## config.mk

```make
export PLATFORM = sky130hd
export DESIGN_NAME = mem_access_ctrl
export DESIGN_NICKNAME = d
export VERILOG_FILES = /design/src/rtl/mem_access_ctrl.sv
export SDC_FILE = /design/constraint.sdc
export NUM_CORES = 1
export LEC_CHECK = 0
export CAP_MARGIN = 20
export CORE_MARGIN = 3
export CORE_UTILIZATION = 42
export DETAILED_ROUTE_END_ITERATION = 7
export MAX_ROUTING_LAYER = met4
export PLACE_DENSITY_LB_ADDON = 0.1
export SLEW_MARGIN = 20
export SYNTH_ARGS = -nofsm -noshare
export SYNTH_HDL_FRONTEND = slang
export SYNTH_SLANG_ARGS = --single-unit
```

## constraint.sdc

```tcl
create_clock -name clk -period 2.5 [get_ports clk]
set_clock_uncertainty 0.2 [all_clocks]
set_input_delay 0.5 -clock clk [delete_from_list [all_inputs] [get_ports clk]]
set_output_delay 0.5 -clock clk [all_outputs]
set_load 0.02 [all_outputs]
```

## src/rtl/mem_access_ctrl.sv

```systemverilog
// Memory bus initiator for the multicycle CPU: arbitrates instruction fetch and data
// load/store onto one 16-bit word memory, one access per IDLE->ACCESS->RESP pass.
module mem_access_ctrl #(
   parameter int DEPTH_WORDS  = 64,
   parameter int STARVE_LIMIT = 4
) (
   input  logic        clk,
   input  logic        rst_n,
   input  logic        if_req,
   input  logic [15:0] if_addr,
   output logic        if_ack,
   output logic [15:0] if_rdata,
   output logic        if_err,
   input  logic        d_req,
   input  logic        d_we,
   input  logic [15:0] d_addr,
   input  logic [15:0] d_wdata,
   output logic        d_ack,
   output logic [15:0] d_rdata,
   output logic        d_err,
   output logic        mem_we,
   output logic [15:0] mem_a,
   output logic [15:0] mem_wd,
   input  logic [15:0] mem_rd
);

   localparam int            CW       = $clog2(STARVE_LIMIT + 1);
   localparam logic [CW-1:0] LIMIT    = CW'(STARVE_LIMIT);
   localparam logic [16:0]   ADDR_END = 17'(2 * DEPTH_WORDS);

   typedef enum logic [1:0] {IDLE, ACCESS, RESP} state_t;

   state_t         r_state;
   state_t         w_state_nxt;
   logic           w_grant;
   logic           w_grant_fetch;
   logic [15:0]    w_addr;
   logic           w_mem_we;

   logic           r_gnt_fetch;
   logic           r_we;
   logic           r_illegal;
   logic [CW-1:0]  r_starve;
   logic [15:0]    r_mem_a;
   logic [15:0]    r_mem_wd;
   logic [15:0]    r_if_rdata;
   logic [15:0]    r_d_rdata;
   logic           r_if_ack;
   logic           r_if_err;
   logic           r_d_ack;
   logic           r_d_err;

   always_ff @(posedge clk or negedge rst_n) begin
      if (!rst_n) r_state <= IDLE;
      else        r_state <= w_state_nxt;
   end

   always_comb begin
      w_state_nxt   = r_state;
      w_grant       = 1'b0;
      w_grant_fetch = 1'b0;
      w_addr        = d_addr;
      w_mem_we      = 1'b0;
      case (r_state)
         IDLE: begin
            if (if_req || d_req) begin
               w_grant       = 1'b1;
               // data has priority unless fetch has been starved long enough
               w_grant_fetch = if_req && (!d_req || (r_starve == LIMIT));
               w_addr        = w_grant_fetch ? if_addr : d_addr;
               w_state_nxt   = ACCESS;
            end
         end
         ACCESS: begin
            w_mem_we    = !r_gnt_fetch && r_we && !r_illegal;
            w_state_nxt = RESP;
         end
         RESP:    w_state_nxt = IDLE;
         default: w_state_nxt = IDLE;
      endcase
   end

   always_ff @(posedge clk or negedge rst_n) begin
      if (!rst_n) begin
         r_gnt_fetch <= 1'b0;
         r_we        <= 1'b0;
         r_illegal   <= 1'b0;
         r_starve    <= '0;
         r_mem_a     <= '0;
         r_mem_wd    <= '0;
         r_if_rdata  <= '0;
         r_d_rdata   <= '0;
         r_if_ack    <= 1'b0;
         r_if_err    <= 1'b0;
         r_d_ack     <= 1'b0;
         r_d_err     <= 1'b0;
      end else begin
         r_if_ack <= 1'b0;
         r_if_err <= 1'b0;
         r_d_ack  <= 1'b0;
         r_d_err  <= 1'b0;
         if (w_grant) begin
            r_gnt_fetch <= w_grant_fetch;
            r_we        <= d_we & ~w_grant_fetch;
            r_illegal   <= w_addr[0] | ({1'b0, w_addr} >= ADDR_END);
            r_mem_a     <= w_addr;
            if (!w_grant_fetch) r_mem_wd <= d_wdata;
            if (w_grant_fetch || !if_req) r_starve <= '0;
            else if (r_starve != LIMIT)   r_starve <= r_starve + 1'b1;
         end
         // acks are registered at the end of ACCESS so they are high exactly during RESP
         if (r_state == ACCESS) begin
            if (!r_illegal) begin
               if (r_gnt_fetch)  r_if_rdata <= mem_rd;
               else if (!r_we)   r_d_rdata  <= mem_rd;
            end
            r_if_ack <= r_gnt_fetch;
            r_if_err <= r_gnt_fetch & r_illegal;
            r_d_ack  <= ~r_gnt_fetch;
            r_d_err  <= ~r_gnt_fetch & r_illegal;
         end
      end
   end

   assign mem_we   = w_mem_we;
   assign mem_a    = r_mem_a;
   assign mem_wd   = r_mem_wd;
   assign if_ack   = r_if_ack;
   assign if_err   = r_if_err;
   assign if_rdata = r_if_rdata;
   assign d_ack    = r_d_ack;
   assign d_err    = r_d_err;
   assign d_rdata  = r_d_rdata;

endmodule

```

---- Yosys cells after proc, flatten, opt, wreduce, memory -nomap -nowiden ----
Index checks and enable logic that the tools add are counted.
storage, ports and cells
  word-level logic and storage cells ...... 59
  output and inout bits ................... 69
  input port bits ......................... 69
  flip-flop bits (word level) ............. 76
cells by class
  equality and inequality tests ........... 4
  bitwise gates (word level) .............. 8
  multiplexer cells ....................... 16
  add/subtract/negate cells ............... 1
  order comparisons ....................... 1
  reduce and logical (&&, ||, !) cells .... 16
operator list
  operator                                               count
  two-way mux 16 bit                                     3
  >= comparator 16 x 8 -> 1 bit (second input constant)  1
  two-way mux 1 bit                                      9
  two-way mux 3 bit                                      2
  zero test 1 bit                                        4
  inverter 1 bit                                         4
  case mux 2 bit (2 select lines)                        1
  AND reduction 2 bit                                    2
  AND reduction 4 bit                                    1
  adder 3 x 1 -> 3 bit (second input constant)           1
  bitwise AND 1 bit                                      3
  == test 3 bit (second input constant)                  1
  logical AND 1 bit                                      3
  logical OR 1 bit                                       3
  inequality test 3 bit (second input constant)          1
  AND reduction 3 bit                                    1
  == test 2 x 1 -> 1 bit (second input constant)         1
  zero test 2 bit                                        1
  two-way mux 2 bit                                      1
  inequality test 2 bit (second input constant)          1
  nonzero test 2 bit                                     1
  bitwise OR 1 bit                                       1

---- Depth between registers and ports, before layout ----
Gate-level depths: netlist of the first run.
  depth in word-level cells ............... 8
  mapped depth ............................ 8
  gate-level depth less buffers ........... 6

---- Worst setup path before layout of the first run ----
Ideal clock, no wire load.
  path kind ............................... flip-flop to output port
  start point ............................. register r_state[1]
  end point ............................... output mem_we
  buffers on the path ..................... 0
  arrival ................................. 1.197 ns
  cell stages (with the launch flop) ...... 4
  data required time ...................... 1.800 ns
  path slack .............................. 0.603 ns
  cells stage by stage .................... dfrtp_1 -> nor2b_2 -> nand2b_1 -> nor3b_1
between the ends
  word-level cells in the longest chain between the ends .. 2
ends and longest elaborated chain
  element                 line  source
  from (decl)             33    state_t r_state;
  from (signal assigned)  55    else r_state <= w_state_nxt;
  == test 2 x 1 -> 1 bit  64    case (r_state)
  two-way mux 1 bit       64
  to (decl)               21    output logic mem_we,
No other way between the ends.

---- Worst setup path in the final report of the first run ----
Same ends and word-level chain as after synthesis.

==> results by group, run 1 <==
Route
  – Drt drc: 0
  – Starting DRT DRC Count: 62
  – Total Wirelength: around 7400 um
  – Avg Vias per Cell: around 4.8
  – Routed len/inst: 14.35 um
  – Detail Route Antenna Nets: 0
  – Vias: 2452
  – Drt first pass iters: 5

Setup path
  – Endpoint class of the critical path: output pin
  – Crit path launch type: flop
  – WP buf/inv: 1
  – CP Class: flop to output pin
  – Worst-path fanout max: 4
  – CP arrival: 1.63 ns
  – Max stage delay cell, worst path: dfrtp_1
  – Worst endpoint required time: 1.80 ns
  – Worst path max stage delay: 0.41 ns
  – Critical path's top delay family: simple AND/OR/NAND/NOR gates
  – CP cell instances: nor2b_2, nand2b_1, nor3b_1, dlygate4sd2_1

Clocking
  – CTS Buf Count: 9
  – # hold bufs at CTS: 0
  – Skew-Pair Late Insertion Delay: 0.33 ns
  – Clock root buffer: clkbuf_8
  – CTS tree: built
  – H-tree depth: 3
  – Worst-path clk slew: 0.08 ns
  – TritonCTS Sinks: 76
  – Clk buf depth: 2

Timing
  – Post-route clock period utilization: 93.05%
  – Max-slew headroom: 56.06%
  – Final Critical Period: 2.326 ns
  – Final setup TNS: 0 ns
  – Worst-margin pin slew: 0.6592 ns
  – Final setup viols: 0
  – Final Hold Fails: 6
  – RSZ-0062 raised after global routing: no
  – Hold Slack: -0.01280 ns
  – Max-slew violation count: 0
  – Fmax: 429.9 MHz

Layout
  – Most frequent cells in the layout: clkdlybuf4s50_1 (135), dfrtp_1 (76), nand2_1 (66)
  – Fraction of layout cells with a size suffix above 1: between 10% and 20%
  – Nets: 483
  – Commonest non-fill, non-tap cell in the layout: clkdlybuf4s50_1
  – Design area: between 4000 and 5000 um^2
  – Finished Layout Cells: 513
  – Fill cell count: 555
  – Area growth syn-to-layout: 55.75%
  – Antenna diodes: 0

GRT
  – First-pass GRT wire length: 12270 um
  – Initial antenna violation count: 0
  – Number of global-route vias before repair: 2568
  – Largest net degree at the start of global routing: 54
  – All-Layer GR Usage: roughly a fifth
  – Grt ovf: 0

Synthesis
  – Sequential fraction of the synthesis area: roughly three fifths
  – Synth warn: 0
  – Post-synthesis cell type count: 34
  – Syn Std Cell Area: 3099 um^2
  – Post-synth EDFFs: 0
  – Post-Syn Nets: 336
  – Synth Instances: 265
  – Synthesized flop and latch total: 76
  – Synth async-reset ratio: 100.0%
  – Synthesized area per cell: 11.70 um^2
  – Most used DFF post-synth: dfrtp_1

Floorplanning
  – Horiz. Die Dim: 91.90 um
  – Die Span Y: 91.90 um
  – # rows: 30
  – Initial Util: 44.39%
  – Ports: 138
  – Die area: roughly 8400 um^2
  – Core area: 6982 um^2

Place
  – DP Wirelength: 5578 um
  – Placed Area: 4601 um^2
  – Port Buffer Count: 137
  – DP Cell Count: 497
  – RePlAce Congestion: 0.7799

Power and ir drop
  – Peak VDD IR: between 600 and 700 uV
  – Leak: 2.193 nW
  – Pwr per Cell Area: 1000 nW/um^2

Min path
  – Worst min-delay path class: primary input to async pin

Run status
  – Outcome: complete, but fails checks
  – Failing checks: negative hold slack

Flow run
  – Maxcap violations: 0
[flip-flops by register name, summed over array words and instances, names as in the netlist, 2 cells and up]
signal / flops
mem_a: 16
r_state: 2
mem_wd: 16
r_starve: 3
d_rdata: 16
if_rdata: 16
[synthesized netlist by cell type (2+ instances only)]
| cell | instances | area share [%] |
|---|---|---|
| nand3_1 | 3 | 0.48 |
| mux2i_1 | 10 | 3.2 |
| mux2_2 | 31 | 11 |
| nor4_1 | 3 | 0.61 |
| and2_1 | 2 | 0.40 |
| o21ai_1 | 3 | 0.48 |
| and3_1 | 2 | 0.40 |
| a22o_1 | 2 | 0.57 |
| dfrtp_1 | 76 | 61 |
| nor2_1 | 11 | 1.3 |
| nand2_1 | 66 | 8.0 |
| buf_6 | 3 | 1.1 |
| o21ai_0 | 15 | 2.4 |
| mux2_1 | 2 | 0.73 |
| nand2b_1 | 3 | 0.61 |
| buf_2 | 2 | 0.32 |
| inv_1 | 3 | 0.36 |
| ha_1 | 2 | 0.81 |
| a21oi_1 | 6 | 0.97 |
| clkbuf_1 | 6 | 0.73 |
[area by class of cell]
class	count	area, um^2	area share, %
repair buffers	148	1463	30.30
well taps	96	120.1	2.488
flip-flops and latches	76	1902	39.40
clock inverters	3	68.82	1.426
clock buffers	13	158.9	3.292
inverters	5	18.77	0.3888
multi-input cells	172	1096	22.71
[routing by layer]
metal  vias to the layer above  share of wire (%)  global-route usage, %
li1                       1186                  -                      -
met2                        85                 49                  30.66
met4                         0                2.0                  7.550
met3                        12                5.7                  4.020
met5                         -                  0                      -
met1                      1169                 43                  23.04
[final timing paths]
path	start	end	slack, ns	cells past startpoint
max	r_state[1]	mem_we	0.17	4
min	rst_n	if_rdata[10]	-0.01	1
max reg2reg	r_starve[0]	mem_wd[12]	0.68	7
min reg2reg	mem_wd[1]	mem_wd[1]	0.28	2
max in group asynchronous	rst_n	r_starve[1]	1.45	2
min in group clk	mem_wd[1]	mem_wd[1]	0.28	2
[metrics by stage]
step                      worst slack [ns]  power, mW  util, %  hold WS (ns)
after floorplan                     0.6028      2.836        -      0.004409
after global placement              0.2139      3.776    65.90        0.2576
after detailed placement            0.1574      3.831    65.90        0.2637
after CTS                           0.1491      4.888    69.14      0.009193
after global routing                0.1152      5.133    69.14       0.03623
final                               0.1738      4.827    69.14      -0.01280
[power breakdown]
group          switching (mW)  leakage [nW]  internal (mW)
clock network           0.424         0.114          0.620
registers               0.203         0.984           1.59
logic                    1.04          1.10          0.943
total                    1.67          2.19           3.16
[cell families (layout without fill, tap and decap cells)]
group | Yosys count | count (layout) | share of synthesized area (%)
AOI/OAI and AO/OA | 30 | 30 | 5.450
adders and majority gates | 2 | 2 | 0.8073
buffers and inverters | 17 | 169 | 3.391
DFF | 76 | 76 | 61.36
muxes | 43 | 43 | 15.22
and+or+nand+nor | 97 | 97 | 13.77
[what timing repair did]
action / in CTS / in global routing
gates resized for setup: 1 / 0
buffers inserted: 0 / 0
setup endpoints to repair: 1 / 0
Power figures use the tool's default switching activity.
==> run 2, diff against run 1 <==
Settings changed: SLEW_MARGIN 20 to not set.
Clock period 2.5 ns to 2.4 ns, I/O delays scaled along.
==> run 2 against run 1 <==
Compared with the run above:
- the run now ends clean
- critical path depth is the same
- global-route usage increased by 0.12 points
- sequential share of layout area rose by 0.16 points
- worst setup slack gained 0.0039 ns
==> results by group, run 2 (synthesis gave the netlist of run 1 again) <==
Route
  – Vias: 2434 (-0.73%)
  – Detail Route Antenna Nets: 0 (unchanged)
  – Total Wirelength: 7431 um (+0.91%)
  – Avg Vias per Cell: 4.735 (-0.93%)
  – Routed len/inst: 14.46 um (+0.71%)
  – Drt first pass iters: 4 (-1)
  – Starting DRT DRC Count: 82 (+32%)
  – Drt drc: 0 (unchanged)

Floorplanning
  – Die Span Y: 91.90 um (unchanged)
  – Horiz. Die Dim: 91.90 um (unchanged)
  – # rows: 30 (unchanged)
  – Initial Util: 44.39% (unchanged)
  – Die area: 8446 um^2 (unchanged)
  – Ports: 138 (unchanged)
  – Core area: 6982 um^2 (unchanged)

Setup path
  – Crit path launch type: flop
  – CP arrival: 1.54 ns (-0.09 ns)
  – Worst-path fanout max: 4 (unchanged)
  – Endpoint class of the critical path: output pin
  – Worst endpoint required time: 1.72 ns (-0.08 ns)
  – CP Class: flop to output pin

Min path
  – Worst min-delay path class: flop to flop

Layout
  – Antenna diodes: 0 (unchanged)
  – Post-route core utilization: 68.85% (-0.29 points)
  – Commonest non-fill, non-tap cell in the layout: clkdlybuf4s50_1
  – Nets: 484 (+0.21%)
  – Design area: 4807 um^2 (-0.41%)
  – Fraction of layout cells with a size suffix above 1: 15.31% (+0.44 points)
  – Area growth syn-to-layout: 55.11%
  – Fill cell count: 566 (+2.0%)
  – Most frequent cells in the layout: clkdlybuf4s50_1 (135), dfrtp_1 (76), nand2_1 (66)

GRT
  – All-Layer GR Usage: 18.96% (+0.12 points)
  – Grt ovf: 0 (unchanged)
  – Initial antenna violation count: 0 (unchanged)
  – Largest net degree at the start of global routing: 44 (-19%)
  – Number of global-route vias before repair: 2540 (-1.1%)
  – Grt met1 use: 24.08% (+1.0 points)
  – First-pass GRT wire length: 12400 um (+1.1%)
  – GR peak layer: met2
  – Grt met2 use: 30.29% (-0.36 points)
  – Met3 GRT Util: 3.774% (-0.25 points)

Place
  – DP Wirelength: 5549 um (-0.52%)
  – Dpl ws: 0.05991 ns (-0.09753 ns)
  – Placed Area: 4613 um^2 (+0.27%)
  – RePlAce Congestion: 0.8138 (+4.3%)
  – Port Buffer Count: 137 (unchanged)

Timing
  – Final setup TNS: 0 ns (unchanged)
  – Final Hold Fails: 0 (-6)
  – Final worst slack: 0.1777 ns (+0.003884 ns)
  – Max-slew headroom: 66.87% (+11 points)
  – Worst-margin pin slew: 0.4970 ns (-0.1622 ns)
  – RSZ-0062 raised after global routing: no
  – Post-route clock period utilization: 92.60%
  – Max-slew violation count: 0 (unchanged)
  – Final Critical Period: 2.222 ns
  – Final setup viols: 0 (unchanged)
  – Fmax: 450.0 MHz

Power and ir drop
  – Peak VDD IR: 582.9 uV (-8.2%)
  – Pwr per Cell Area: 1008 nW/um^2 (+0.79%)
  – Psw: 1.762 mW (+5.5%)
  – Clock network fraction of total power: 18.5% (-3.1 points)
  – Gate power share: 43.0% (+1.8 points)
  – Switching share of power: 36.37% (+1.8 points)
  – Pint: 3.083 mW (-2.3%)
  – Leak: 2.180 nW (-0.61%)
  – Flop pwr share: 38.5% (+1.3 points)

Clocking
  – H-tree depth: 3 (unchanged)
  – Clk buf depth: 2 (unchanged)
  – CTS Buf Count: 9 (unchanged)
  – CTS tree: built
  – Postcts setup bufs: 0 (unchanged)
  – Skew-Pair Late Insertion Delay: 0.34 ns (about the same)
  – TritonCTS Sinks: 76 (unchanged)
  – Worst-path clk slew: 0.07 ns (about the same)
  – Clock root buffer: clkbuf_8

Flow run
  – Maxcap violations: 0 (unchanged)

Run status
  – Outcome: finished clean
-- run 2: cell count changes in the layout (fill, tap and decap cells not counted), moves of 2 or more --
cell        previous run  this run
bufinv_16              2         0
clkbuf_1               2         0
clkinv_2               0         2
clkinvlp_4             0         2
-- run 2: through the flow --
| step | hold WS [ns] | power [mW] | std cells |
|---|---|---|---|
| 6_report | 0.2758 | 4.845 | 514 |
| 5_1_grt | 0.3011 | 5.165 | 514 |
| 4_1_cts | 0.2830 | 4.914 | 514 |
| 3_5_place_dp | 0.2533 | 3.994 | 497 |
| 3_3_place_gp | 0.2492 | 3.944 | 497 |
| 2_1_floorplan | -0.01559 | 2.955 | 265 |
-- run 2: power by group through the flow --
| stage | clock network [mW] | registers, mW | logic (mW) |
|---|---|---|---|
| 6_report | 0.896 | 1.87 | 2.08 |
| 5_1_grt | 0.999 | 1.91 | 2.25 |
| 4_1_cts | 0.932 | 1.87 | 2.11 |
| 3_5_place_dp | 0 | 1.89 | 2.11 |
| 3_3_place_gp | 0 | 1.88 | 2.06 |
| 2_1_floorplan | 0 | 2.27 | 0.687 |
-- run 2: area by class of cell --
type                            count  area (um^2)  share of cell area, %
Clock buffer                       11        151.4                  3.149
Clock inverter                      5        33.78                 0.7028
Inverter                            5        18.77                 0.3904
Multi-Input combinational cell    172         1096                  22.80
Sequential cell                    76         1902                  39.56
Tap cell                           96        120.1                  2.499
Timing Repair Buffer              149         1485                  30.90
-- run 2: per-layer routing --
layer  vias up  part of all wire, %
li1       1185                    -
met1      1159                   43
met2        83                   50
met3         7                  5.7
met4         0                 0.90
met5         -                    0
-- run 2: final timing paths --
| path | cells after the start | to | startpoint | slack (ns) |
|---|---|---|---|---|
| setup / recovery | 4 | mem_we | r_state[1] | 0.18 |
| min in group asynchronous | 2 | if_rdata[10] | rst_n | 0.42 |
| hold reg to reg | 2 | mem_wd[6] | mem_wd[6] | 0.28 |
| setup reg to reg | 6 | d_rdata[13] | r_state[1] | 0.53 |
| max in group asynchronous | 3 | mem_wd[6] | rst_n | 1.00 |
| hold / removal | 2 | mem_wd[6] | mem_wd[6] | 0.28 |
-- run 2: critical path: stages (launching register included) --
cell,delay [ns]
dfrtp_1,0.41
nor2b_2,0.17
nand2b_1,0.10
nor3b_1,0.18
dlygate4sd1_1,0.35
-- run 2: repair_timing --
item | CTS | global route
hold buffers | 1 | 0
endpoints found under the setup margin | 1 | 1
hold endpoints to repair | 33 | 0
resized for setup | 1 | 2
==> run 3, diff against run 2 <==
Settings changed: TNS_END_PERCENT set to 30.
==> results of run 3 <==
Same layout as run 2: the final DEF is identical, and so are final timing and power.
